===== src/rtl/per2axi_req_arbiter.sv =====
// per2axi_req_arbiter
//   Shares one per2axi bridge port between NB_REQ peripheral requesters.
//   Round-robin arbitration, one-hot ID tag per granted request, responses
//   routed back by ID bit, per-requester outstanding limit and a registered
//   aggregate busy flag.
//
//   Optional macro PER2AXI_ARB_ATOP_SERIALIZE_EN: when defined, a granted
//   atomic (atop != 0) blocks all arbitration until the response for its
//   owner returns. When undefined, atomics arbitrate like plain requests.
//
// Ports
//   clk_i, rst_ni        clock, asynchronous active-low reset
//   req_i/add_i/wen_i/wdata_i/be_i/atop_i   per-requester request fields
//   gnt_o                per-requester grant (zero-cycle)
//   r_valid_o            per-requester response valid
//   r_opc_o, r_rdata_o   response error flag / data, broadcast
//   per_*_o              request to bridge, per_id_o = one-hot winner
//   per_gnt_i            bridge grant
//   per_r_valid_i/per_r_id_i/per_r_opc_i/per_r_rdata_i   bridge response
//   busy_o               any request outstanding (registered)
module per2axi_req_arbiter #(
   parameter int unsigned NB_REQ         = 4,
   parameter int unsigned PER_ADDR_WIDTH = 32,
   parameter int unsigned PER_DATA_WIDTH = 32,
   parameter int unsigned PER_ID_WIDTH   = 5,
   parameter int unsigned MAX_OUTST      = 4
) (
   input  logic                                        clk_i,
   input  logic                                        rst_ni,
   input  logic [NB_REQ-1:0]                           req_i,
   input  logic [NB_REQ-1:0][PER_ADDR_WIDTH-1:0]       add_i,
   input  logic [NB_REQ-1:0]                           wen_i,
   input  logic [NB_REQ-1:0][PER_DATA_WIDTH-1:0]       wdata_i,
   input  logic [NB_REQ-1:0][PER_DATA_WIDTH/8-1:0]     be_i,
   input  logic [NB_REQ-1:0][5:0]                      atop_i,
   output logic [NB_REQ-1:0]                           gnt_o,
   output logic [NB_REQ-1:0]                           r_valid_o,
   output logic                                        r_opc_o,
   output logic [PER_DATA_WIDTH-1:0]                   r_rdata_o,
   output logic                                        per_req_o,
   output logic [PER_ADDR_WIDTH-1:0]                   per_add_o,
   output logic                                        per_wen_o,
   output logic [PER_DATA_WIDTH-1:0]                   per_wdata_o,
   output logic [PER_DATA_WIDTH/8-1:0]                 per_be_o,
   output logic [5:0]                                  per_atop_o,
   output logic [PER_ID_WIDTH-1:0]                     per_id_o,
   input  logic                                        per_gnt_i,
   input  logic                                        per_r_valid_i,
   input  logic [PER_ID_WIDTH-1:0]                     per_r_id_i,
   input  logic                                        per_r_opc_i,
   input  logic [PER_DATA_WIDTH-1:0]                   per_r_rdata_i,
   output logic                                        busy_o
);

   localparam int unsigned PTR_W   = (NB_REQ > 1) ? $clog2(NB_REQ) : 1;
   localparam logic [3:0]  MAX_CNT = 4'(MAX_OUTST);

   if (PER_ID_WIDTH < NB_REQ) begin : g_bad_id_width
      $error("PER_ID_WIDTH must be >= NB_REQ");
   end
   if (NB_REQ < 1 || NB_REQ > 16) begin : g_bad_nb_req
      $error("NB_REQ must be in 1..16");
   end
   if (MAX_OUTST < 1 || MAX_OUTST > 15) begin : g_bad_max_outst
      $error("MAX_OUTST must be in 1..15");
   end

   logic [PTR_W-1:0]       rr_ptr_q, rr_ptr_d;
   logic [PTR_W-1:0]       win;
   logic                   any_elig;
   logic                   hs;
   logic                   blocked;
   logic [NB_REQ-1:0]      elig;
   logic [NB_REQ-1:0][3:0] cnt_q, cnt_d;
   logic [NB_REQ-1:0]      inc, dec;
   logic [NB_REQ-1:0]      cnt_nz;
   logic                   busy_d;

`ifdef PER2AXI_ARB_ATOP_SERIALIZE_EN
   typedef enum logic {ARB_OPEN, ARB_LOCKED} lock_state_e;
   lock_state_e      lock_q, lock_d;
   logic [PTR_W-1:0] lock_owner_q, lock_owner_d;

   assign blocked = (lock_q == ARB_LOCKED);

   // Set wins over clear: a new atomic handshaked in the same cycle as the
   // previous owner's response re-arms the lock for the new owner.
   always_comb begin
      lock_d       = lock_q;
      lock_owner_d = lock_owner_q;
      if (per_r_valid_i && per_r_id_i[lock_owner_q]) lock_d = ARB_OPEN;
      if (hs && (per_atop_o != '0)) begin
         lock_d       = ARB_LOCKED;
         lock_owner_d = win;
      end
   end

   always_ff @(posedge clk_i or negedge rst_ni) begin
      if (!rst_ni) begin
         lock_q       <= ARB_OPEN;
         lock_owner_q <= '0;
      end else begin
         lock_q       <= lock_d;
         lock_owner_q <= lock_owner_d;
      end
   end
`else
   assign blocked = 1'b0;
`endif

   always_comb begin
      for (int unsigned i = 0; i < NB_REQ; i++) begin
         elig[i] = req_i[i] && !blocked && (cnt_q[i] < MAX_CNT);
      end
   end

   // First eligible requester found scanning upward from rr_ptr, wrapping.
   always_comb begin
      int unsigned sum;
      win      = '0;
      any_elig = 1'b0;
      for (int unsigned k = 0; k < NB_REQ; k++) begin
         sum = 32'(rr_ptr_q) + k;
         if (sum >= NB_REQ) sum = sum - NB_REQ;
         if (!any_elig && elig[PTR_W'(sum)]) begin
            any_elig = 1'b1;
            win      = PTR_W'(sum);
         end
      end
   end

   assign hs          = any_elig & per_gnt_i;
   assign per_req_o   = any_elig;
   assign per_add_o   = add_i[win];
   assign per_wen_o   = wen_i[win];
   assign per_wdata_o = wdata_i[win];
   assign per_be_o    = be_i[win];
   assign per_atop_o  = atop_i[win];

   always_comb begin
      per_id_o = '0;
      gnt_o    = '0;
      if (any_elig) begin
         per_id_o[win] = 1'b1;
         gnt_o[win]    = per_gnt_i;
      end
   end

   always_comb begin
      rr_ptr_d = rr_ptr_q;
      if (hs) rr_ptr_d = (win == PTR_W'(NB_REQ - 1)) ? '0 : win + 1'b1;
   end

   assign r_valid_o = per_r_valid_i ? per_r_id_i[NB_REQ-1:0] : '0;
   assign r_opc_o   = per_r_opc_i;
   assign r_rdata_o = per_r_rdata_i;

   // Decrement is suppressed on an empty counter so a spurious response
   // cannot wrap it; increment is evaluated independently of that.
   always_comb begin
      busy_d = 1'b0;
      for (int unsigned i = 0; i < NB_REQ; i++) begin
         cnt_nz[i] = (cnt_q[i] != '0);
         inc[i]    = hs && (win == PTR_W'(i));
         dec[i]    = per_r_valid_i && per_r_id_i[i] && cnt_nz[i];
         cnt_d[i]  = cnt_q[i];
         if (inc[i] && !dec[i]) cnt_d[i] = cnt_q[i] + 4'd1;
         if (dec[i] && !inc[i]) cnt_d[i] = cnt_q[i] - 4'd1;
         if (cnt_d[i] != '0) busy_d = 1'b1;
      end
   end

   always_ff @(posedge clk_i or negedge rst_ni) begin
      if (!rst_ni) begin
         rr_ptr_q <= '0;
         cnt_q    <= '0;
         busy_o   <= 1'b0;
      end else begin
         rr_ptr_q <= rr_ptr_d;
         cnt_q    <= cnt_d;
         busy_o   <= busy_d;
      end
   end

`ifndef SYNTHESIS
   logic rsp_ok;
   assign rsp_ok = $onehot(per_r_id_i) && ((per_r_id_i[NB_REQ-1:0] & cnt_nz) != '0);

   spurious_rsp: assert property (@(posedge clk_i) disable iff (!rst_ni)
                                  per_r_valid_i |-> rsp_ok)
      else $warning("per2axi_req_arbiter: response id %b with no matching outstanding request",
                    per_r_id_i);
`endif

endmodule


===== config.mk =====
export PLATFORM = sky130hd
export DESIGN_NAME = per2axi_req_arbiter
export DESIGN_NICKNAME = d
export VERILOG_FILES = /design/src/rtl/per2axi_req_arbiter.sv
export SDC_FILE = /design/constraint.sdc
export NUM_CORES = 1
export LEC_CHECK = 0
export ABC_AREA = 1
export CORE_AREA = 8 8 176 178
export DETAILED_ROUTE_END_ITERATION = 7
export DIE_AREA = 0 0 184 186
export PLACE_DENSITY_LB_ADDON = 0.1
export SYNTH_ARGS = -nofsm -noshare
export SYNTH_HDL_FRONTEND = slang
export SYNTH_SLANG_ARGS = --single-unit

===== constraint.sdc =====
create_clock -name clk_i -period 5.2 [get_ports clk_i]
set_clock_uncertainty 0.05 [all_clocks]
set_input_delay 1.3 -clock clk_i [delete_from_list [all_inputs] [get_ports clk_i]]
set_output_delay 1.3 -clock clk_i [all_outputs]
set_load 0.01 [all_outputs]

## Word-level counts from Yosys, hierarchy flattened

Cells that the tools add are included.
W data, S select, Z words.

| operators by class | value |
|---|---|
| $lt $le $gt $ge | 15 |
| reduce and logical (&&, ||, !) cells | 49 |
| equality and inequality tests | 3 |
| bitwise operators | 2 |
| add/sub/neg operators | 16 |
| mux-type cells | 50 |

Operators by type and width:

| operator | count |
|---|---|
| $bmux W32 S2 | 2 |
| $mux W32 | 2 |
| $mux W4 | 12 |
| $reduce_bool A4 Y1 | 8 |
| $logic_and A1 B1 Y1 | 29 |
| $mux W2 | 9 |
| $add A4 B1 Y4 const B | 4 |
| $lt A4 B3 Y1 const B | 4 |
| $sub A4 B1 Y4 const B | 4 |
| $lt A2 B3 Y1 const B | 5 |
| $mux W1 | 15 |
| $bmux W6 S2 | 1 |
| $logic_not A1 Y1 | 11 |
| $bmux W1 S2 | 5 |
| $ge A3 B3 Y1 const B | 3 |
| $bmux W4 S2 | 1 |
| $sub A2 B1 Y2 const B | 4 |
| $add A2 B2 Y3 const B | 2 |
| $mux W6 | 1 |
| $and A4 B4 Y4 | 1 |
| $demux W1 S2 | 2 |
| $eq A2 B2 Y1 const B | 2 |
| $lt A2 B4 Y1 const B | 1 |
| $add A2 B1 Y3 const B | 1 |
| other kinds (6) | 6 |

| word-level totals | value |
|---|---|
| bits of input ports | 346 |
| bits in registers | 19 |
| output and inout port bits | 123 |
| logic and storage cells | 141 |

## Depth between registers and ports, before layout

Gate-level depths: netlist (run 1).

| depth | value |
|---|---|
| depth after elaboration | 24 |
| depth in mapped cells | 26 |
| mapped depth without buffers | 23 |

## Worst setup path after synthesis (run 1)

No wires, ideal clock.

| timing path | value |
|---|---|
| path type | input -> output |
| start point | input req_i[3] |
| end point | output gnt_o[1] |
| cell stages on the path | 16 |
| path slack | 0.914 ns |
| required time | 3.850 ns |
| data arrival time | 2.936 ns |
| cells stage by stage | nand3_1 nand2_2 o21ai_4 and3_4 nor2_2 nor2_2 nand2_1 nand2_2 buf_6 buf_8 buf_6 ha_1 nand2_1 inv_1 nand2_1 inv_1 |

| on the way | value |
|---|---|
| longest elaborated chain between the ends | 19 |
| elaborated cells on any way between the ends | 30 |
| classes of those cells | order compare: 2; mux: 19; bitwise: 1; reduce/logical: 8 |

Ends and longest elaborated chain:

| element | RTL line | RTL |
|---|---|---|
| start: declaration | 30 | `input logic [NB_REQ-1:0] req_i,` |
| $logic_and A1 B1 Y1 * | 113 | `elig[i] = req_i[i] && !blocked && (cnt_q[i] < MAX_CNT);` |
| $bmux W1 S2 | 125 | `if (!any_elig && elig[PTR_W'(sum)]) begin` |
| $mux W1 (implied by the code) | 125 |  |
| $mux W1 | 125 |  |
| $logic_not A1 Y1 | 125 |  |
| $logic_and A1 B1 Y1 | 125 |  |
| $mux W1 | 125 |  |
| $logic_not A1 Y1 | 125 |  |
| (+3 left out) | -- |  |
| $logic_and A1 B1 Y1 | 125 |  |
| $mux W2 | 125 |  |
| $lt A2 B3 Y1 (implied by the code) / $ge A2 B1 Y1 (equally long branches) | 145 | `gnt_o[win] = per_gnt_i;` |
| $logic_and A1 B1 Y1 (implied by the code) | 145 |  |
| $mux W1 (implied by the code) | 145 |  |
| $demux W1 S2 | 145 |  |
| $and A4 B4 Y4 (no source line) | -- |  |
| $mux W4 * | 143 | `if (any_elig) begin` |
| end: declaration | 36 | `output logic [NB_REQ-1:0] gnt_o,` |

Mark *: on every way between the ends. The rest lies on a longest branch, timed or not. The select of a mux whose other input is x is not followed.

## Worst setup path after layout (run 1)

| timing path | value |
|---|---|
| start point | input req_i[3] |
| end point | output per_wdata_o[13] |

| on the way | value |
|---|---|
| longest elaborated chain between the ends | 15 |
| elaborated cells on any way between the ends | 24 |
| classes of those cells | mux: 17; reduce/logical: 7 |

Ends and longest elaborated chain:

| element | RTL line | RTL |
|---|---|---|
| $logic_and A1 B1 Y1 * | 113 |  |
| $bmux W1 S2 | 125 |  |
| $mux W1 (implied by the code) | 125 |  |
| $mux W1 | 125 |  |
| $logic_not A1 Y1 | 125 |  |
| $logic_and A1 B1 Y1 | 125 |  |
| $mux W1 | 125 |  |
| $logic_not A1 Y1 | 125 |  |
| $logic_and A1 B1 Y1 | 125 |  |
| $mux W1 | 125 |  |
| $logic_not A1 Y1 | 125 |  |
| $logic_and A1 B1 Y1 | 125 |  |
| $mux W2 * | 125 |  |
| $bmux W32 S2 * | 136 | `assign per_wdata_o = wdata_i[win];` |
| $mux W32 (implied by the code) * | 136 |  |
| end: declaration | 43 | `output logic [PER_DATA_WIDTH-1:0] per_wdata_o,` |

Marks and branches as above.

==> results of run 1 <==
[sequential cells by signal, summed over array words and instances, names as in the netlist]
register,count
rr_ptr_q,2
cnt_q,16
busy_o,1
[cell usage after synthesis (3+ instances only)]
library cell and count:
sky130_fd_sc_hd__nand2_1 157, sky130_fd_sc_hd__nor2_1 90, sky130_fd_sc_hd__a21oi_1 13, sky130_fd_sc_hd__o21ai_0 56, sky130_fd_sc_hd__nor2_2 5, sky130_fd_sc_hd__o211ai_2 45
sky130_fd_sc_hd__nor3_1 3, sky130_fd_sc_hd__nand2_2 3, sky130_fd_sc_hd__nand4_1 11, sky130_fd_sc_hd__o21ai_1 96, sky130_fd_sc_hd__nand3_1 36, sky130_fd_sc_hd__buf_2 22
sky130_fd_sc_hd__inv_1 121, sky130_fd_sc_hd__or2_2 3, sky130_fd_sc_hd__buf_6 12, sky130_fd_sc_hd__clkbuf_2 3, sky130_fd_sc_hd__clkbuf_1 5, sky130_fd_sc_hd__xor2_1 9
sky130_fd_sc_hd__o211ai_1 30, sky130_fd_sc_hd__dfrtp_1 19, sky130_fd_sc_hd__buf_4 44, sky130_fd_sc_hd__ha_1 12
[worst paths after layout]
kind                                          start                  end
worst max-delay path                       req_i[3]      per_wdata_o[13]
max in group asynchronous                    rst_ni   cnt_q[3]$_DFF_PN0_
min in group asynchronous                    rst_ni  cnt_q[13]$_DFF_PN0_
worst max register to register   cnt_q[6]$_DFF_PN0_     busy_o$_DFF_PN0_
worst min register to register  cnt_q[15]$_DFF_PN0_  cnt_q[15]$_DFF_PN0_
worst min-delay path            cnt_q[15]$_DFF_PN0_  cnt_q[15]$_DFF_PN0_
[repair_timing]
| action | in CTS | in global routing |
|---|---|---|
| hold buffers | 0 | 0 |
| resized for setup | 85 | 19 |
| cloned | 2 | 0 |
| setup buffers | 0 | 2 |
| pin swaps | 0 | 4 |
| setup endpoints to repair | 81 | 17 |
[cells in the final DEF, fill, tap and decap left out, drive strengths merged]
cell type,n
clkdlybuf4s15,3
inv,124
dlymetal6s2s,11
a21oi,13
o21ai,153
o31ai,1
clkinv,1
o211ai,75
nor2,95
nand4,11
a22oi,1
nand3b,1
dlygate4sd2,66
or2,3
buf,60
ha,12
nor3,3
diode,4
xor2,9
dfrtp,19
bufbuf,2
nand2,160
nand3,37
and3,2
conb,1
clkbuf,6
clkdlybuf4s50,317
[critical path: stages]
cell                              delay, ps
sky130_fd_sc_hd__clkdlybuf4s50_1        500
sky130_fd_sc_hd__nand3_1                110
sky130_fd_sc_hd__nand3_1                130
sky130_fd_sc_hd__nand2_2                 90
sky130_fd_sc_hd__and3_4                 180
sky130_fd_sc_hd__nor2_2                 130
sky130_fd_sc_hd__nor2_2                  50
sky130_fd_sc_hd__nand2_2                110
sky130_fd_sc_hd__nand2_8                 80
sky130_fd_sc_hd__buf_8                  160
sky130_fd_sc_hd__buf_12                 160
sky130_fd_sc_hd__nor2_1                 320
sky130_fd_sc_hd__o21ai_1                130
sky130_fd_sc_hd__dlygate4sd2_1          310
[stage by stage]
stage / TNS (ps) / instance area (um2) / total power [uW] / instances
2_1_floorplan: 0 / 4750 / 5300 / 809
3_3_place_gp: -8230 / 9240 / 10100 / 1562
3_5_place_dp: -9090 / 9240 / 10100 / 1562
4_1_cts: -398 / 9350 / 9870 / 1568
5_1_grt: -6.35 / 9390 / 10600 / 1571
6_report: 0 / 9400 / 9690 / 1574
[final cells by class]
| type | count | area [um2] |
|---|---|---|
| well taps | 384 | 480 |
| clock buffers | 4 | 78.8 |
| fillers | 3144 | 18800 |
| flip-flops and latches | 19 | 475 |
| diodes | 4 | 10.0 |
| inverters | 125 | 479 |
| multi-input cells | 577 | 3210 |
| repair buffers | 461 | 4660 |
[layer usage]
| layer | GRT usage | part of all wire | vias up |
|---|---|---|---|
| met4 | 0.0268 | 0.015 | 8 |
| met2 | 0.273 | 0.45 | 268 |
| met3 | 0.0668 | 0.10 | 30 |
| li1 | - | - | 3388 |
| met1 | 0.217 | 0.43 | 2900 |
| met5 | 0 | 0.0017 | - |
[power by group]
| part | internal (uW) | switching, uW | total (uW) | leakage (uW) |
|---|---|---|---|---|
| combinational | 4110 | 5120 | 9230 | 0.00412 |
| clock | 104 | 55.3 | 160 | 0.0000382 |
| sequential | 219 | 87.3 | 306 | 0.000224 |
| total | 4430 | 5260 | 9690 | 0.00438 |
[logic make-up (layout without fill, tap and decap cells)]
logic type,count (synthesis),in the layout,share of synthesized area
compound gates,243,243,0.346
fa+ha+maj,12,12,0.0316
flops,19,19,0.100
xor+xnor,9,9,0.0166
other cells,1,5,0.000789
buf+inv,213,590,0.232
simple gates,312,312,0.272
==> PnR_summary.wiki, run 1 <==
{| class="wikitable"
! Metric !! Value
|-
| Setup CP Type || in -> out
|-
| Routed WL || 31800 um
|-
| Synthesized net count || 1167
|-
| Antenna violations before repair || 9
|-
| Setup-failing EPs final || 0
|-
| Distinct cells, synth || 35
|-
| Number of max-cap violations || 0
|-
| #FFs+latches synth || 19
|-
| Via count of the first global-routing pass || 6426
|-
| Final max-slew violation count || 0
|-
| Clock slew at the register clock pins of the worst setup and hold paths || around 60 ps
|-
| Type of origin of the critical path || primary input
|-
| # DRC || 0
|-
| Netlist Area Pre-Place || 4750 um2
|-
| Post-detail-place hpwl || 27200 um
|-
| Die X || around 180 um
|-
| Final global-route overflow total || 0
|-
| Outcome || complete, no violations
|-
| Async set-or-reset flop fraction in the synthesized netlist || 1.00
|-
| Level count of the clock H-tree || 1
|-
| TritonCTS sink count || 19
|-
| Pwr/cell area || 1030 nW/um2
|-
| Die span in y || 186 um
|-
| Leading area contributor after synthesis || sky130_fd_sc_hd__nand2_1
|-
| Worst-case register-to-register setup slack || 1790 ps
|-
| Number of detailed-route iterations in the first pass || 5
|-
| Average vias per placed instance || 4.19
|-
| Core area || ~28000 um2
|-
| Final worst hold slack || approximately 510 ps
|-
| Number of cells on the worst reg-to-reg path || 24
|-
| Number of buffers added on ports || 400
|-
| Slew margin rel. || 0.389
|-
| Path category of the worst min-delay check || reg -> reg
|-
| Unrepaired setup endpoints after global routing || yes
|-
| Layout cell share with drive strength beyond 1 || 0.116
|-
| Detailed-route via count || 6594
|-
| Yosys top cell area share || 0.124
|-
| Top_reg_cell synth || sky130_fd_sc_hd__dfrtp_1
|-
| TritonCTS clock tree || built
|-
| Main area contributors after synthesis || sky130_fd_sc_hd__nand2_1 (12%), sky130_fd_sc_hd__o211ai_2 (12%), sky130_fd_sc_hd__o21ai_1 (10%)
|-
| Type of element capturing the critical path || primary output
|-
| Utilization after layout || 0.333
|-
| Slew at the pin closest to its max-slew limit || 913 ps
|-
| Required time worst endpoint || 3850 ps
|-
| Pin count of the biggest net entering global routing || 39
|-
| Clock tree root driver cell || sky130_fd_sc_hd__clkbuf_16
|-
| Setup slack after layout || 86.7 ps
|-
| Number of core rows || 62
|-
| NumNets Final || 1545
|-
| Total routing usage reported by global routing || 0.171
|-
| Number of synthesized flops with an enable pin || 0
|-
| Crit path DAT || 3760 ps
|-
| Post-DRT Antenna Nets || 0
|-
| Total clock buffers created by CTS || 3
|-
| Sequential share of the synthesized area || 0.100
|-
| Wire length of the first global-routing pass || 44100 um
|-
| Timing-limited maximum frequency || roughly 0.2 GHz
|-
| Critical Path Fanout Max || 25
|-
| IR drop worst, VDD || 0.000422 V
|-
| Post-layout min period || 5110 ps
|-
| Yosys warns || 0
|-
| Share of the clock period used by the worst path after layout || 0.983
|-
| Post-synthesis area per instance || 5.88 um2
|-
| Placer's final routability congestion estimate || 0.890
|-
| Iteration-0 DRC count of the detailed router || 286
|-
| Ports || 469
|-
| Gate count of the mapped netlist || roughly 810
|-
| Number of cells on the worst hold path || 3
|-
| Post-Place Setup Slack || -229 ps
|-
| Final hold violations || 0
|-
| Wire length per cell after detailed routing || 20.2 um
|-
| Area growth from synthesis to final layout || 97.8%
|-
| Maximum clock insertion buffer count || 2
|-
| Static power due to leakage || 0.00438 uW
|-
| Starting Density || 0.168
|-
| Total die area || about 34000 um2
|-
| Clock latency on the worst-skew pair || around 250 ps
|}
Note: power is estimated with default switching activity, not from simulation.
==> inputs of run 2 (changes only) <==
--- a/config.mk
+++ b/config.mk
@@ -10,6 +10,7 @@
 export DETAILED_ROUTE_END_ITERATION = 7
 export DIE_AREA = 0 0 184 186
 export PLACE_DENSITY_LB_ADDON = 0.1
+export SETUP_SLACK_MARGIN = 0.05
 export SYNTH_ARGS = -nofsm -noshare
 export SYNTH_HDL_FRONTEND = slang
 export SYNTH_SLANG_ARGS = --single-unit
==> run 2 against run 1 <==
Effect of this change:
- design area rose by 0.24%
- combinational power is essentially flat
- routed wire length about the same
- flip-flop and latch count did not move
- worst hold slack worse by 3.7 ps
- global-route usage unchanged
- register-to-register slack better by 30 ps
- fmax is 1.3% higher
- largest cell class unchanged
- critical path type unchanged
- worst setup slack better by 66 ps
==> PnR_summary.wiki, run 2 (synthesis results as in run 1) <==
{| class="wikitable"
! Metric !! Value
|-
| Filler-free cell count of the finished design || around 1600
|-
| Placed standard-cell area || 9240 um2
|-
| Core area || 28200 um2
|-
| Antenna violations before repair || 8
|-
| Worst-case register-to-register setup slack || 1820 ps
|-
| Clock latency on the worst-skew pair || 250 ps
|-
| Via count of the first global-routing pass || around 6400
|-
| Switching share of power || 0.543
|-
| Type of element capturing the critical path || primary output
|-
| Hold path start || cnt_q[15]$_DFF_PN0_
|-
| Share of the clock period used by the worst path after layout || 0.971
|-
| Path category of the worst min-delay check || reg -> reg
|-
| Die X || 184 um
|-
| Ports || 469
|-
| Final max-slew violation count || 0
|-
| Maximum clock insertion buffer count || 2
|-
| Setup slack after layout || 153 ps
|-
| Total routing usage reported by global routing || 0.171
|-
| Number of core rows || 62
|-
| # DRC || 0
|-
| Clock tree root driver cell || sky130_fd_sc_hd__clkbuf_16
|-
| Hold endpoint || cnt_q[15]$_DFF_PN0_
|-
| Outcome || complete, no violations
|-
| Final global-route overflow total || 0
|-
| Required time worst endpoint || 3850 ps
|-
| Post-DRT Antenna Nets || 0
|-
| Wire length of the first global-routing pass || about 44000 um
|-
| Layout cell share with drive strength beyond 1 || 0.122
|-
| Routing layer with the top usage in global route || met2
|-
| Number of max-cap violations || 0
|-
| Level count of the clock H-tree || 1
|-
| Internal power || roughly 4400 uW
|-
| Iteration-0 DRC count of the detailed router || 298
|-
| Relative contribution of the clock network to total power || 0.016
|-
| Critical Path Fanout Max || 25
|-
| Global routing usage on met3 || 0.0668
|-
| Slew margin rel. || 0.383
|-
| Relative contribution of sequential cells to total power || 0.032
|-
| Pin count of the biggest net entering global routing || 39
|-
| TritonCTS sink count || 19
|-
| Power spent charging and discharging nets || around 5300 uW
|-
| Flip-flop count of the largest register, all copies and words added || 16
|-
| Area growth from synthesis to final layout || 98.2%
|-
| Total clock buffers created by CTS || 3
|-
| Utilization after layout || 0.334
|-
| Slew at the pin closest to its max-slew limit || roughly 920 ps
|-
| Met2 routing resource usage after global routing || 0.273
|-
| Most common library cell in the layout ignoring fill and taps || sky130_fd_sc_hd__clkdlybuf4s50_1
|-
| End of the worst register-to-register path || busy_o$_DFF_PN0_
|-
| Filler instances || 3151
|-
| Pwr/cell area || 1030 nW/um2
|-
| Post-Place Setup Slack || -229 ps
|-
| Start of the worst register-to-register path || cnt_q[6]$_DFF_PN0_
|-
| Number of buffers added on ports || 400
|-
| Met1 global-route usage || 0.217
|-
| NumNets Final || 1545
|-
| Timing-limited maximum frequency || 0.198 GHz
|-
| Post-layout min period || between 5000 and 6000 ps
|-
| Commonest cells after routing, fill and taps aside || sky130_fd_sc_hd__clkdlybuf4s50_1 (315), sky130_fd_sc_hd__nand2_1 (155), sky130_fd_sc_hd__inv_1 (121)
|-
| Starting Density || 0.168
|-
| Die span in y || 186 um
|-
| Average vias per placed instance || approximately 4.2
|-
| Unrepaired setup endpoints after global routing || no
|-
| Final hold violations || 0
|-
| Largest register by flop count || cnt_q
|-
| Type of origin of the critical path || primary input
|-
| Number of detailed-route iterations in the first pass || 5
|-
| Placer's final routability congestion estimate || 0.890
|-
| Number of cells on the worst reg-to-reg path || 24
|-
| Crit path DAT || roughly 3700 ps
|-
| Post-Layout Inst Area || approximately 9400 um2
|-
| Static power due to leakage || 0.00437 uW
|-
| Number of cells on the worst hold path || 3
|-
| Total die area || 34200 um2
|-
| Logic pwr share || 0.952
|-
| Routed WL || 31900 um
|-
| Largest registers || cnt_q x16, rr_ptr_q x2, busy_o x1
|-
| Clock slew at the register clock pins of the worst setup and hold paths || 60 ps
|-
| Setup CP Type || in -> out
|-
| TritonCTS clock tree || built
|-
| Wire length per cell after detailed routing || between 20 and 25 um
|-
| Placed instance count || between 1500 and 2000
|-
| Final worst hold slack || approximately 510 ps
|-
| IR drop worst, VDD || between 0.0004 and 0.0005 V
|-
| Detailed-route via count || approximately 6600
|-
| Setup-failing EPs final || 0
|-
| Post-detail-place hpwl || roughly 27000 um
|}
[run 2: cell types whose count changed in the layout (fill, tap and decap cells not counted), sizes merged]
cell / change
dlygate4sd2: +2
clkdlybuf4s50: -2
clkbuf: +3
clkdlybuf4s15: -1
dlymetal6s2s: -2
[run 2: critical path, stage by stage]
cell,delay (ps)
sky130_fd_sc_hd__clkdlybuf4s50_1,490
sky130_fd_sc_hd__nand3_1,110
sky130_fd_sc_hd__nand3_1,130
sky130_fd_sc_hd__nand2_2,90
sky130_fd_sc_hd__and3_4,200
sky130_fd_sc_hd__nor2_4,100
sky130_fd_sc_hd__nor2_2,40
sky130_fd_sc_hd__nand2_2,130
sky130_fd_sc_hd__nand2_8,80
sky130_fd_sc_hd__buf_8,160
sky130_fd_sc_hd__buf_12,160
sky130_fd_sc_hd__nor2_1,270
sky130_fd_sc_hd__o21ai_1,120
sky130_fd_sc_hd__dlygate4sd2_1,300
[run 2: final cells by class]
class,count,area [um2],share of cell area
Inverter,125,479,0.0509
Sequential cell,19,475,0.0505
Antenna cell,4,10.0,0.00106
Multi-Input combinational cell,577,3250,0.344
Clock buffer,4,78.8,0.00837
Timing Repair Buffer,461,4650,0.494
Tap cell,384,480,0.0510
[run 2: stage by stage]
step	power (uW)	setup TNS, ps
6_report	9720	0
5_1_grt	10600	0
4_1_cts	9830	-370
3_5_place_dp	10100	-9090
3_3_place_gp	10100	-8230
2_1_floorplan	5300	0
[run 2: per-layer routing]
layer | up-vias | routed length (um) | part of all wire
met3 | 30 | 3180 | 0.10
li1 | 3382 | - | -
met5 | - | 55 | 0.0017
met1 | 2892 | 13800 | 0.43
met4 | 8 | 464 | 0.015
met2 | 266 | 14400 | 0.45
[run 2: worst max-delay path by stage]
stage / from / endpoint / slack [ps] / cells past startpoint
finish: req_i[1] / per_wdata_o[13] / 150 / 14
global route: req_i[1] / per_id_o[3] / 40 / 15
CTS: req_i[3] / per_add_o[28] / -90 / 15
detailed placement: req_i[3] / per_wdata_o[10] / -230 / 15
global placement: req_i[3] / per_wen_o / -210 / 14
floorplan: req_i[3] / gnt_o[1] / 910 / 16
[run 2: power by group through the flow]
stage / Combinational (uW) / Sequential [uW] / Clock (uW)
finish: 9250 / 308 / 160
global route: 10100 / 319 / 170
CTS: 9360 / 307 / 164
detailed placement: 9750 / 307 / 0
global placement: 9780 / 310 / 0
floorplan: 5030 / 274 / 0
[run 2: repair_timing]
item | CTS | global route
buffers inserted | 0 | 2
pin swaps | 0 | 6
resized for setup | 90 | 31
gates cloned | 2 | 0
hold buffers | 0 | 0
hold endpoints to repair | 0 | 0
endpoints found under the setup margin | 82 | 38
==> inputs of run 3 (changes only) <==
--- a/config.mk
+++ b/config.mk
@@ -10,7 +10,6 @@
 export DETAILED_ROUTE_END_ITERATION = 7
 export DIE_AREA = 0 0 184 186
 export PLACE_DENSITY_LB_ADDON = 0.1
-export SETUP_SLACK_MARGIN = 0.05
 export SYNTH_ARGS = -nofsm -noshare
 export SYNTH_HDL_FRONTEND = slang
 export SYNTH_SLANG_ARGS = --single-unit
==> results of run 3 <==
Final layout, timing and power as in run 1 (identical DEF).
